--- src/rtl/iter_muldiv_if.sv ---
// iter_muldiv_if: operand request and register-file writeback bundle for the iterative multiply/divide unit.
interface iter_muldiv_if #(parameter int W = 8, parameter int D = 4);
  logic start;
  logic op;
  logic [W-1:0] operand_a;
  logic [W-1:0] operand_b;
  logic [D-1:0] dest_addr;
  logic busy;
  logic done;
  logic reg_write;
  logic [D-1:0] waddr;
  logic [W-1:0] wdata;
  logic div_by_zero;
  modport master(output start, op, operand_a, operand_b, dest_addr,
                 input busy, done, reg_write, waddr, wdata, div_by_zero);
  modport slave(input start, op, operand_a, operand_b, dest_addr,
                output busy, done, reg_write, waddr, wdata, div_by_zero);
endinterface

--- src/rtl/iter_muldiv.sv ---
// iter_muldiv: one-bit-per-cycle shift-add multiply / restoring divide with two-cycle register writeback.
module iter_muldiv #(parameter int W = 8, parameter int D = 4) (
  input logic clk,
  input logic reset,
  iter_muldiv_if.slave bus
);
  localparam int CW = $clog2(W);
  typedef enum logic [1:0] {IDLE, CALC, WB_LO, WB_HI} state_t;
  state_t state, state_nxt;
  logic [CW-1:0] cnt;
  logic op_q;
  logic [W-1:0] a_q, b_q, hi, lo, hi_nxt, lo_nxt, wdata_q;
  logic [D-1:0] dest_q, waddr_q;
  logic dz_q;
  logic [W:0] sum, shifted, diff;
  always_ff @(posedge clk)
    if (reset) state <= IDLE;
    else state <= state_nxt;
  always_comb begin
    state_nxt = state == IDLE  ? (bus.start ? CALC : IDLE) :
                state == CALC  ? (cnt == '0 ? WB_LO : CALC) :
                state == WB_LO ? WB_HI : IDLE;
  end
  always_comb begin
    bus.busy = state != IDLE;
    bus.done = state == WB_HI;
    bus.reg_write = state == WB_LO || state == WB_HI;
    bus.waddr = waddr_q;
    bus.wdata = wdata_q;
    bus.div_by_zero = dz_q;
  end
  // hi/lo hold the product halves for multiply and remainder/quotient for divide,
  // so writeback is identical for both ops; a zero divisor naturally yields all-ones / dividend
  always_comb begin
    sum = {1'b0, hi} + {1'b0, lo[0] ? a_q : {W{1'b0}}};
    shifted = {hi, lo[W-1]};
    diff = shifted - {1'b0, b_q};
    hi_nxt = op_q ? (diff[W] ? shifted[W-1:0] : diff[W-1:0]) : sum[W:1];
    lo_nxt = op_q ? {lo[W-2:0], ~diff[W]} : {sum[0], lo[W-1:1]};
  end
  always_ff @(posedge clk)
    if (reset) begin
      cnt <= '0;
      op_q <= 1'b0;
      a_q <= '0;
      b_q <= '0;
      dest_q <= '0;
      hi <= '0;
      lo <= '0;
      waddr_q <= '0;
      wdata_q <= '0;
      dz_q <= 1'b0;
    end else if (state == IDLE && bus.start) begin
      cnt <= CW'(W - 1);
      op_q <= bus.op;
      a_q <= bus.operand_a;
      b_q <= bus.operand_b;
      dest_q <= bus.dest_addr;
      hi <= '0;
      lo <= bus.op ? bus.operand_a : bus.operand_b;
      dz_q <= bus.op && bus.operand_b == '0;
    end else if (state == CALC) begin
      cnt <= cnt - CW'(1);
      hi <= hi_nxt;
      lo <= lo_nxt;
      if (cnt == '0) begin
        waddr_q <= dest_q;
        wdata_q <= lo_nxt;
      end
    end else if (state == WB_LO) begin
      waddr_q <= dest_q + D'(1);
      wdata_q <= hi;
    end
endmodule
--- src/flat_wrapper.sv ---
// flat-port wrapper written by rule: the top's interface ports become plain ports
module iter_muldiv_flat 
#(parameter int W = 8, parameter int D = 4)
  (clk, reset, bus_start, bus_op, bus_operand_a, bus_operand_b, bus_dest_addr, bus_busy, bus_done, bus_reg_write, bus_waddr, bus_wdata, bus_div_by_zero);
  iter_muldiv_if #(.W(W), .D(D)) bus_i ();
  input logic clk;
  input logic reset;
  input wire logic [$bits(bus_i.start)-1:0] bus_start;
  input wire logic [$bits(bus_i.op)-1:0] bus_op;
  input wire logic [$bits(bus_i.operand_a)-1:0] bus_operand_a;
  input wire logic [$bits(bus_i.operand_b)-1:0] bus_operand_b;
  input wire logic [$bits(bus_i.dest_addr)-1:0] bus_dest_addr;
  output wire logic [$bits(bus_i.busy)-1:0] bus_busy;
  output wire logic [$bits(bus_i.done)-1:0] bus_done;
  output wire logic [$bits(bus_i.reg_write)-1:0] bus_reg_write;
  output wire logic [$bits(bus_i.waddr)-1:0] bus_waddr;
  output wire logic [$bits(bus_i.wdata)-1:0] bus_wdata;
  output wire logic [$bits(bus_i.div_by_zero)-1:0] bus_div_by_zero;
  assign bus_i.start = bus_start;
  assign bus_i.op = bus_op;
  assign bus_i.operand_a = bus_operand_a;
  assign bus_i.operand_b = bus_operand_b;
  assign bus_i.dest_addr = bus_dest_addr;
  assign bus_busy = bus_i.busy;
  assign bus_done = bus_i.done;
  assign bus_reg_write = bus_i.reg_write;
  assign bus_waddr = bus_i.waddr;
  assign bus_wdata = bus_i.wdata;
  assign bus_div_by_zero = bus_i.div_by_zero;
  iter_muldiv #(.W(W), .D(D)) u_core (.clk(clk), .reset(reset), .bus(bus_i));
endmodule
--- config.mk ---
export PLATFORM = sky130hd
export DESIGN_NAME = iter_muldiv_flat
export DESIGN_NICKNAME = d
export VERILOG_FILES = /design/src/rtl/iter_muldiv_if.sv /design/src/rtl/iter_muldiv.sv /design/src/flat_wrapper.sv
export SDC_FILE = /design/constraint.sdc
export NUM_CORES = 1
export LEC_CHECK = 0
export CORE_UTILIZATION = 36
export DETAILED_ROUTE_END_ITERATION = 8
export GPL_ROUTABILITY_DRIVEN = 0
export PLACE_DENSITY = 0.59
export RECOVER_POWER = 100
export SLEW_MARGIN = 15
export SYNTH_ARGS = -nofsm -noshare
export SYNTH_HDL_FRONTEND = slang
export SYNTH_SLANG_ARGS = --single-unit
--- constraint.sdc ---
create_clock -name clk -period 2.3 [get_ports clk]
set_input_delay 0.69 -clock clk [delete_from_list [all_inputs] [get_ports clk]]
set_output_delay 0.69 -clock clk [all_outputs]
set_load 0.05 [all_outputs]
**Word level (Yosys, flattened, before mapping)**

Index checks and enable logic that the tools add are counted.

- Output and inout port bits: 16
- Input port bits: 24
- Flip-flop bits (word level): 55
- Logic and storage cells: 52

- Equal/unequal tests: 4
- Bitwise logic cells: 2
- Reductions and logical operators: 11
- Add/subtract/negate cells: 4
- Muxes and demuxes: 20

Operators by type and width:

| kind | count |
|---|---|
| two-way mux 8 bit | 10 |
| two-way mux 4 bit | 3 |
| adder 8 x 8 -> 9 bit | 1 |
| subtractor 9 x 8 -> 9 bit | 1 |
| logical NOT 8 bit | 1 |
| two-way mux 2 bit | 4 |
| two-way mux 3 bit | 2 |
| nonzero test 2 bit | 3 |
| adder 4 x 1 -> 4 bit (second input constant) | 1 |
| == test 2 bit (second input constant) | 2 |
| logical NOT 3 bit | 1 |
| AND reduction 3 bit | 1 |
| subtractor 3 x 1 -> 3 bit (second input constant) | 1 |
| == test 2 x 1 -> 1 bit (second input constant) | 1 |
| logical AND 1 bit | 2 |
| logical NOT 2 bit | 1 |
| inequality test 2 bit (second input constant) | 1 |
| inverter 1 bit | 2 |
| OR reduction 2 bit | 1 |
| logical OR 1 bit | 1 |
| two-way mux 1 bit | 1 |

**Logic depth before layout (Yosys ltp)**

- Word-level depth: 5
- Depth in mapped cells: 12
- Depth with buffers taken out: 11

**Least setup slack after synthesis**

OpenSTA, ideal clock, no wires.

- Kind: reg2reg
- From: reg u_core.lo[7]
- To: reg u_core.lo[0]
- Path slack: 38 ps
- Period minus slack after synthesis: 2262 ps
- Cell stages (with the launch flop): 12
- Setup time: 103 ps
- Arrival: 2159 ps
- Cell sequence: dfxtp_1 -> inv_1 -> ha_1 -> inv_1 -> fa_1 -> a21o_1 -> o2bb2ai_2 -> and4_4 -> nor3_2 -> nand2_1 -> and4_1 -> a2111oi_2

- Longest elaborated chain between the ends: 5

RTL lines:

| item | line | source |
|---|---|---|
| start: declaration | iter_muldiv.sv:12 | `logic [W-1:0] a_q, b_q, hi, lo, hi_nxt, lo_nxt, wdata_q;` |
| start signal: assignment | iter_muldiv.sv:60 | `lo <= bus.op ? bus.operand_a : bus.operand_b;` |
| start signal: assignment | iter_muldiv.sv:65 | `lo <= lo_nxt;` |
| subtractor 9 x 8 -> 9 bit | iter_muldiv.sv:37 | `diff = shifted - {1'b0, b_q};` |
| inverter 1 bit | iter_muldiv.sv:39 | `lo_nxt = op_q ? {lo[W-2:0], ~diff[W]} : {sum[0], lo[W-1:1]};` |
| two-way mux 8 bit | iter_muldiv.sv:39 |  |
| two-way mux 8 bit | iter_muldiv.sv:62 | `end else if (state == CALC) begin` |
| two-way mux 8 bit | iter_muldiv.sv:53 | `end else if (state == IDLE && bus.start) begin` |

No other way between the ends. The select of a mux whose other input is x is not followed.
A chain may end at the register's enable or synchronous reset.

**Worst setup path after layout**

- From: reg u_core.lo[7]
- To: reg u_core.wdata_q[0] (netlist: u_core.bus.wdata[0])

- Longest elaborated chain between the ends: 5

RTL lines:

| item | line | source |
|---|---|---|
| subtractor 9 x 8 -> 9 bit | iter_muldiv.sv:37 |  |
| inverter 1 bit | iter_muldiv.sv:39 |  |
| two-way mux 8 bit | iter_muldiv.sv:39 |  |
| two-way mux 8 bit | iter_muldiv.sv:66 | `if (cnt == '0) begin` |
| two-way mux 8 bit | iter_muldiv.sv:62 |  |
| end signal: assignment | iter_muldiv.sv:68 | `wdata_q <= lo_nxt;` |
| end signal: assignment | iter_muldiv.sv:72 | `wdata_q <= hi;` |
| end: declaration | iter_muldiv.sv:12 |  |

No other way between the ends. The select of a mux whose other input is x is not followed.

==> qor.csv <==
stage,metric,value,unit
layout,drive_above_1_share,13.7,%
yosys,synth_cell_type_count,43,
global_routing,grt_max_degree,48,
global_routing,first_global_vias,2897,
routing,first_pass_iters,4,
yosys,synth_xor_area_share,4.00,%
die,die_h,97.6,um
routing,wire_per_inst,14.7,um
critical_path,ff2ff_setup_slack,-0.02,ns
sta,setup_viol,2,
global_routing,grt_pass1_wl,14100,um
layout,fill_cells,894,
yosys,synth_top_family_by_area,compound AO/OA/AOI/OAI gates,
critical_path,critPathSlowestCell,fa_2,
worst_hold_path,holdPathStages,2,
layout,fin_nets,509,
cts,path_clk_slew,0.11,ns
global_routing,grt_util_all_layers,18.1,%
power_and_ir_drop,comb_power_share,29.2,%
power_and_ir_drop,p_leak,1.59,nW
run_status,status,"finished, violations left",
routing,drt-initial-drc-count,170,
sta,setup_tns,-0.0338,ns
worst_hold_path,worstHoldStart,u_core.a_q[6]$_SDFFE_PP0P_,
global_routing,grt.overflow.total,0,
place,postPlaceCellArea,3900,sq um
die,row_count,34,
sta,hold_violations,0,
power_and_ir_drop,power_density,598,nW/um^2
die,coreArea,8760,sq um
flow_run,cap_viol_max_count,0,
sta,min_period_over_period,101,%
critical_path,criticalPathCategory,reg2reg,
power_and_ir_drop,ir_drop,249,uV
cts,cts-root-buf,clkbuf_8,
yosys,syn_area,3290,sq um
die,initial_core_util,37.5,%
yosys,syn_nets,460,
sta,rsz0062_at_grt,yes,
yosys,synthMuxAreaShare,6.40,%
critical_path,cp_slowest_stage_delay,0.35,ns
die,die_x,97.6,um
power_and_ir_drop,pwr-share-clk,27.1,%
routing,wirelength,8380,um
power_and_ir_drop,p_int,1.66,mW
critical_path,start_kind,register,
sta,hold_ws,0.457,ns
place,dp.cells,556,
sta,fin_crit,2.32,ns
cts,hold_buffers,0,
cts,cts.path.max_buffers,2,
sta,slew-limit-headroom,34.5,%
place,pre_cts_slack,-0.214,ns
yosys,avgSynthCellArea,8.00,sq um
routing,vias,2948,
yosys,ys_warn_count,0,
routing,antenna_left,0,
critical_path,cpMostUsedCell,inv_2,
yosys,synth_compound_area_share,22.3,%
critical_path,rr_endpoint,u_core.bus.wdata[0]$_SDFFE_PP0P_,
place,place_hpwl,6240,um
power_and_ir_drop,power_switching,0.777,mW
routing,via_per_inst,5.18,
critical_path,worstReg2RegStart,u_core.lo[7]$_SDFFE_PP0P_,
cts,htree_levels,2,
critical_path,cp_max_fo,3,
place,io_buffers,39,
sta,slew_violations,0,
critical_path,path_cells,inv_2 > ha_4 > inv_2 > fa_2 > a21o_1 > o2bb2ai_4 > and4_4 > nor3_4 > nand2_2 > and4_1 > a2111oi_2,
yosys,yosysTopAreaCellShare,33.5,%
yosys,yosys_register_bits,55,
critical_path,worstPathArrival,2.54,ns
run_status,violations,negative setup slack,
critical_path,ff2ff_path_depth,11,
yosys,synth_top_area_cell,dfxtp_1,
sta,worstMarginPinSlew,0.982,ns
critical_path,worstPathRequired,2.52,ns
power_and_ir_drop,share_seq_of_total_power,43.7,%
sta,layout_setup_ws,-0.0220,ns
yosys,yosysSeqAreaShare,33.5,%
sta,fmax,431,MHz
global_routing,antenna_found_initial,0,
yosys,yosys.area_share.adder,9.97,%
worst_hold_path,hp-class,reg2reg,
cts,clk_latency,0.31,ns
routing,drcViolationCount,0,
worst_hold_path,holdPathEnd,u_core.a_q[6]$_SDFFE_PP0P_,
die,ioPinCount,40,
layout,final_cells,569,
power_and_ir_drop,total_power,2.44,mW
cts,cts_tree,yes,
layout,final_area,4080,sq um
cts,cts_buffers,5,
layout,diodes,0,
layout,final_util,46.5,%
sta,skew,0.0155,ns
yosys,synth_area_leaders,"dfxtp_1 (33%), nand2_1 (9.0%), a21oi_1 (9.0%)",
critical_path,worstSetupEndpointType,register,
yosys,synthSimpleGateAreaFrac,18.2,%
layout,area_delta_synth_final,24.1,%
die,die-area,9520,sq um
cts,clock-sinks,55,
power_and_ir_drop,p_sw_share,31.9,%
yosys,syn_inst,411,
-- final cells by class --
type | instances | area (sq um) | area share [%]
clock buffers | 5 | 68.8 | 1.69
flip-flops and latches | 55 | 1100 | 27.1
well taps | 108 | 135 | 3.31
repair buffers | 67 | 586 | 14.4
multi-input cells | 308 | 2050 | 50.3
inverters | 23 | 86.3 | 2.12
clock inverters | 3 | 46.3 | 1.13
-- worst max-delay path, delay by kind of cell (launching register included) --
family / cells / cell delay (ns)
compound gates: 3 / 0.63
fa+ha+maj: 2 / 0.48
buf+inv: 2 / 0.12
flops: 1 / 0.34
simple gates: 4 / 0.66
-- sequential cells by signal, indices dropped and copies added (netlist names) --
name	flops
u_core.dest_q	4
u_core.op_q	1
u_core.bus.wdata	8
u_core.lo	8
u_core.a_q	8
u_core.b_q	8
u_core.cnt	3
u_core.hi	8
u_core.bus.waddr	4
u_core.bus.div_by_zero	1
u_core.state	2
-- metal layers --
metal  vias to the layer above  GRT usage [%]  routed length [um]
met5                         -              0                   0
met4                         0           4.30                 115
met3                         9           2.23                 284
met2                        63           29.4                3970
met1                      1349           25.5                4010
li1                       1527              -                   -
-- cells in the mapped netlist --
cell,n
nand4b_1,1
fa_1,2
a31o_2,1
a21o_1,2
a21oi_1,59
dfxtp_1,55
o31a_1,1
nand3_1,2
a2111oi_2,2
nor4b_1,2
clkbuf_1,19
buf_1,5
o211ai_1,19
mux2i_1,12
buf_4,1
nor2_1,13
nand2b_1,6
xor2_1,6
ha_1,23
and2_1,10
a211o_1,1
o221ai_1,4
o21bai_1,1
nor3_1,4
inv_1,23
nor2b_1,3
o2bb2ai_2,1
nand4_1,1
and3_1,1
xnor2_1,9
o21a_1,5
or2_2,3
o311ai_0,1
nand2_1,79
mux2_2,8
nor3_2,1
a31oi_1,2
nand3b_1,1
and4_1,2
o21ai_0,14
a221oi_1,1
and4_4,1
a211oi_1,4
-- how the worst max path moves through the flow --
stage	start	to	slack (ns)	cells after the start
final	u_core.lo[7]$_SDFFE_PP0P_	u_core.bus.wdata[0]$_SDFFE_PP0P_	-0.02	11
after global routing	u_core.lo[7]$_SDFFE_PP0P_	u_core.hi[5]$_SDFFE_PP0P_	-0.15	11
after CTS	u_core.lo[7]$_SDFFE_PP0P_	u_core.bus.wdata[0]$_SDFFE_PP0P_	-0.03	11
after detailed placement	u_core.lo[7]$_SDFFE_PP0P_	u_core.bus.wdata[0]$_SDFFE_PP0P_	-0.21	11
after global placement	u_core.lo[7]$_SDFFE_PP0P_	u_core.bus.wdata[0]$_SDFFE_PP0P_	-0.13	11
after floorplan	u_core.lo[7]$_SDFFE_PP0P_	u_core.lo[0]$_SDFFE_PP0P_	0.04	11
-- cell usage in the layout (no fill, tap or decap), types with 5 or more instances in the layout --
master and instances:
nand2_1 78, a21oi_1 59, dfxtp_1 53, clkdlybuf4s50_1 28, buf_4 25, ha_1 22, inv_1 21, o211ai_1 19
o21ai_0 14, nor2_1 13, mux2i_1 12, and2_1 9, xnor2_1 9, mux2_2 8, dlygate4sd3_1 7, xor2_1 6
nand2b_1 6, o21a_1 5, clkbuf_8 5
-- power by group through the flow --
stage	registers (mW)	clock network, mW	logic [mW]
6_report	1.07	0.661	0.712
5_1_grt	1.07	0.719	0.789
4_1_cts	1.07	0.676	0.701
3_5_place_dp	1.09	0	0.677
3_3_place_gp	1.08	0	0.669
2_1_floorplan	1.12	0	0.426
-- logic make-up after synthesis --
kind of cell	after synthesis
AOI/OAI and AO/OA	118
and+or+nand+nor	130
muxes	20
DFF	55
adders and majority gates	25
buffers and inverters	48
xor gates and xnor gates	15
-- timing repair --
| action | 4_1_cts | 5_1_grt |
|---|---|---|
| buffers inserted | 3 | 2 |
| setup endpoints to repair | 9 | 10 |
| resized for setup | 9 | 4 |
| pin swaps | 9 | 1 |
Power figures use the tool's default switching activity.
==> RTL change (same flow settings) <==
Reset style: asynchronous (`reset`), changed in 2 clocked blocks.
--- a/src/rtl/iter_muldiv.sv
+++ b/src/rtl/iter_muldiv.sv
@@ -13,7 +13,7 @@
   logic [D-1:0] dest_q, waddr_q;
   logic dz_q;
   logic [W:0] sum, shifted, diff;
-  always_ff @(posedge clk)
+  always_ff @(posedge clk or posedge reset)
     if (reset) state <= IDLE;
     else state <= state_nxt;
   always_comb begin
@@ -38,7 +38,7 @@
     hi_nxt = op_q ? (diff[W] ? shifted[W-1:0] : diff[W-1:0]) : sum[W:1];
     lo_nxt = op_q ? {lo[W-2:0], ~diff[W]} : {sum[0], lo[W-1:1]};
   end
-  always_ff @(posedge clk)
+  always_ff @(posedge clk or posedge reset)
     if (reset) begin
       cnt <= '0;
       op_q <= 1'b0;
Function: differs if reset is asserted again (counterexample within 4 cycles, from zero or initial values and one cycle with reset high); with reset held inactive, the same outputs for 10 cycles.
==> RTL change against the unedited design <==
Design area increased by 6.5%. Routed wire length is 2.5% higher. Utilization about the same. Synthesized area rose by 6.7%. Largest cell class unchanged. Register-to-register slack gained 0.17 ns. Sequential cell count stayed put. Cell count decreased by 2.3%. Setup slack gained 0.11 ns. Critical path depth shrank 10.
Power is not compared: it rests on default switching activity, and its combinational part moved more than twofold at a synthesized area within 25%.
==> RTL change: results (changes against the unedited design) <==
The flow ran to the end, and the final reports show no timing, DRC or antenna violations. The synthesized-area fraction occupied by adder cells is 9.35% (was 9.97%). The first-pass GRT wire length is 14.1 mm (about the same). Share of the clock period used by the worst path after layout: 96.2% (was 101%). Cell family with the largest share of critical-path delay: buffers and inverters (was simple AND/OR/NAND/NOR gates). The tools report the destination of the critical timing path as bus_wdata[6] (was u_core.bus.wdata[0]$_SDFFE_PP0P_). The share of layout cells above drive strength 1 is 17.1% (was 13.7%). The logs give 2799 (was 2897) for the via count of the first global-routing pass and 0.15 ns (was -0.02 ns) for the reg-to-reg setup timing slack. The maximum fanout along the worst path works out to 2 (was 3).

The share of flip-flops with an asynchronous set or reset after synthesis was 100% (was 0%). The worst hold slack was 0.480 ns (was 0.457 ns); the number of DRC markers after the initial detailed-route iteration was 171 (was 170). The sequential area share after synthesis is 39.3% (was 33.5%). The minimum setup slack after placement is -0.0249 ns (was -0.214 ns), and the clock-pin slew on the worst setup and hold paths is 0.09 ns (was 0.11 ns).

Worst setup path startpoint: u_core.bus.wdata[6]$_DFFE_PP0P_ (was u_core.lo[7]$_SDFFE_PP0P_). The length in cells of the worst reg-to-reg path came out at 7 (was 11). For the count of distinct cell types in the synthesized netlist, the log shows 53 (was 43).

The run gives 371 (was 411) as the number of standard cells after synthesis. The xor/xnor share of the synthesized area was 3.00% (was 4.00%); the total global-route track usage was 17.9% (was 18.1%). The total length of routed wires was 8.59 mm (was 8.38 mm).

Area contributors post-synth: dfrtp_1 39%, ha_1 8.2%, o21ai_0 4.7%, mux2_2 4.5%, nand2_1 4.4% (was dfxtp_1 33%, nand2_1 9.0%, a21oi_1 9.0%, ha_1 8.8%, o211ai_1 4.3%). The logs give 282 um (was 284 um) for the met3 layer wire length in the routed design and 29.8% (was 29.4%) for the met2 track demand over resource in global routing. The detailed placer's ending HPWL is 6.65 mm (was 6.24 mm), and the measured slew at the worst slew-check pin is 1.23 ns (was 0.982 ns). The compound-cell area share of the yosys netlist is 20.6% (was 22.3%), and the placed instance area is 0.00419 mm2 (was 0.00390 mm2). Met1 global-route usage: 25.1% (was 25.5%). The data arrival time of the critical path came out at 1.52 ns (was 2.54 ns).

The launching point of the worst reg2reg path was u_core.hi[0]$_DFFE_PP0P_ (was u_core.lo[7]$_SDFFE_PP0P_). The routed length on met2 was 3.98 mm (was 3.97 mm); the setup skew after layout was 0.0130 ns (was 0.0155 ns). The via-per-instance ratio is 5.19 (was 5.18), and the post-route non-filler standard cell count is 556 (was 569). The critical path's largest stage delay was 0.87 ns (was 0.35 ns); the global-route track usage on met3 was 2.77% (was 2.23%). The number of placed cells counting well taps came out at 545 (was 556). The run gives 56 (was 48) as the pin count of the biggest net entering global routing.
-- RTL change: cell count changes in the layout (fill, tap and decap cells not counted), moves of 8 or more --
cell,delta
nand2_1,-37
dfxtp_1,-53
dfrtp_1,+54
buf_4,-8
o21ai_0,+25
o211ai_1,-11
a21oi_1,-48
-- RTL change: worst min path at each step --
stage	from	end	cells after the start
2_1_floorplan	u_core.cnt[1]$_DFFE_PP0P_	u_core.cnt[1]$_DFFE_PP0P_	2
3_3_place_gp	u_core.bus.wdata[3]$_DFFE_PP0P_	u_core.bus.wdata[3]$_DFFE_PP0P_	2
3_5_place_dp	u_core.bus.waddr[3]$_DFFE_PP0P_	u_core.bus.waddr[3]$_DFFE_PP0P_	2
4_1_cts	u_core.bus.waddr[3]$_DFFE_PP0P_	u_core.bus.waddr[3]$_DFFE_PP0P_	2
5_1_grt	u_core.bus.div_by_zero$_DFFE_PP0P_	u_core.bus.div_by_zero$_DFFE_PP0P_	2
6_report	u_core.bus.wdata[6]$_DFFE_PP0P_	u_core.bus.wdata[6]$_DFFE_PP0P_	2
-- RTL change: layout make-up --
cell class | count | area (um2)
Fill cell | 926 | 4980
Multi-Input combinational cell | 277 | 2040
Sequential cell | 55 | 1380
Timing Repair Buffer | 65 | 568
Tap cell | 129 | 161
Inverter | 22 | 82.6
Clock buffer | 5 | 68.8
Clock inverter | 3 | 46.3
-- RTL change: repair_timing --
action	in CTS	in global routing
hold buffers	0	0
pin swaps	0	3
buffers inserted	0	3
hold endpoints to repair	0	0
endpoints found under the setup margin	1	10
cloned	0	0
gates resized for setup	1	15
-- RTL change: power by group --
group	internal (mW)	total, mW	switching (mW)	leakage [nW]
sequential	1.42	1.77	0.346	0.663
combinational	1.93	4.52	2.60	1.16
clock	0.329	0.676	0.348	0.0548
total	3.68	6.97	3.29	1.88
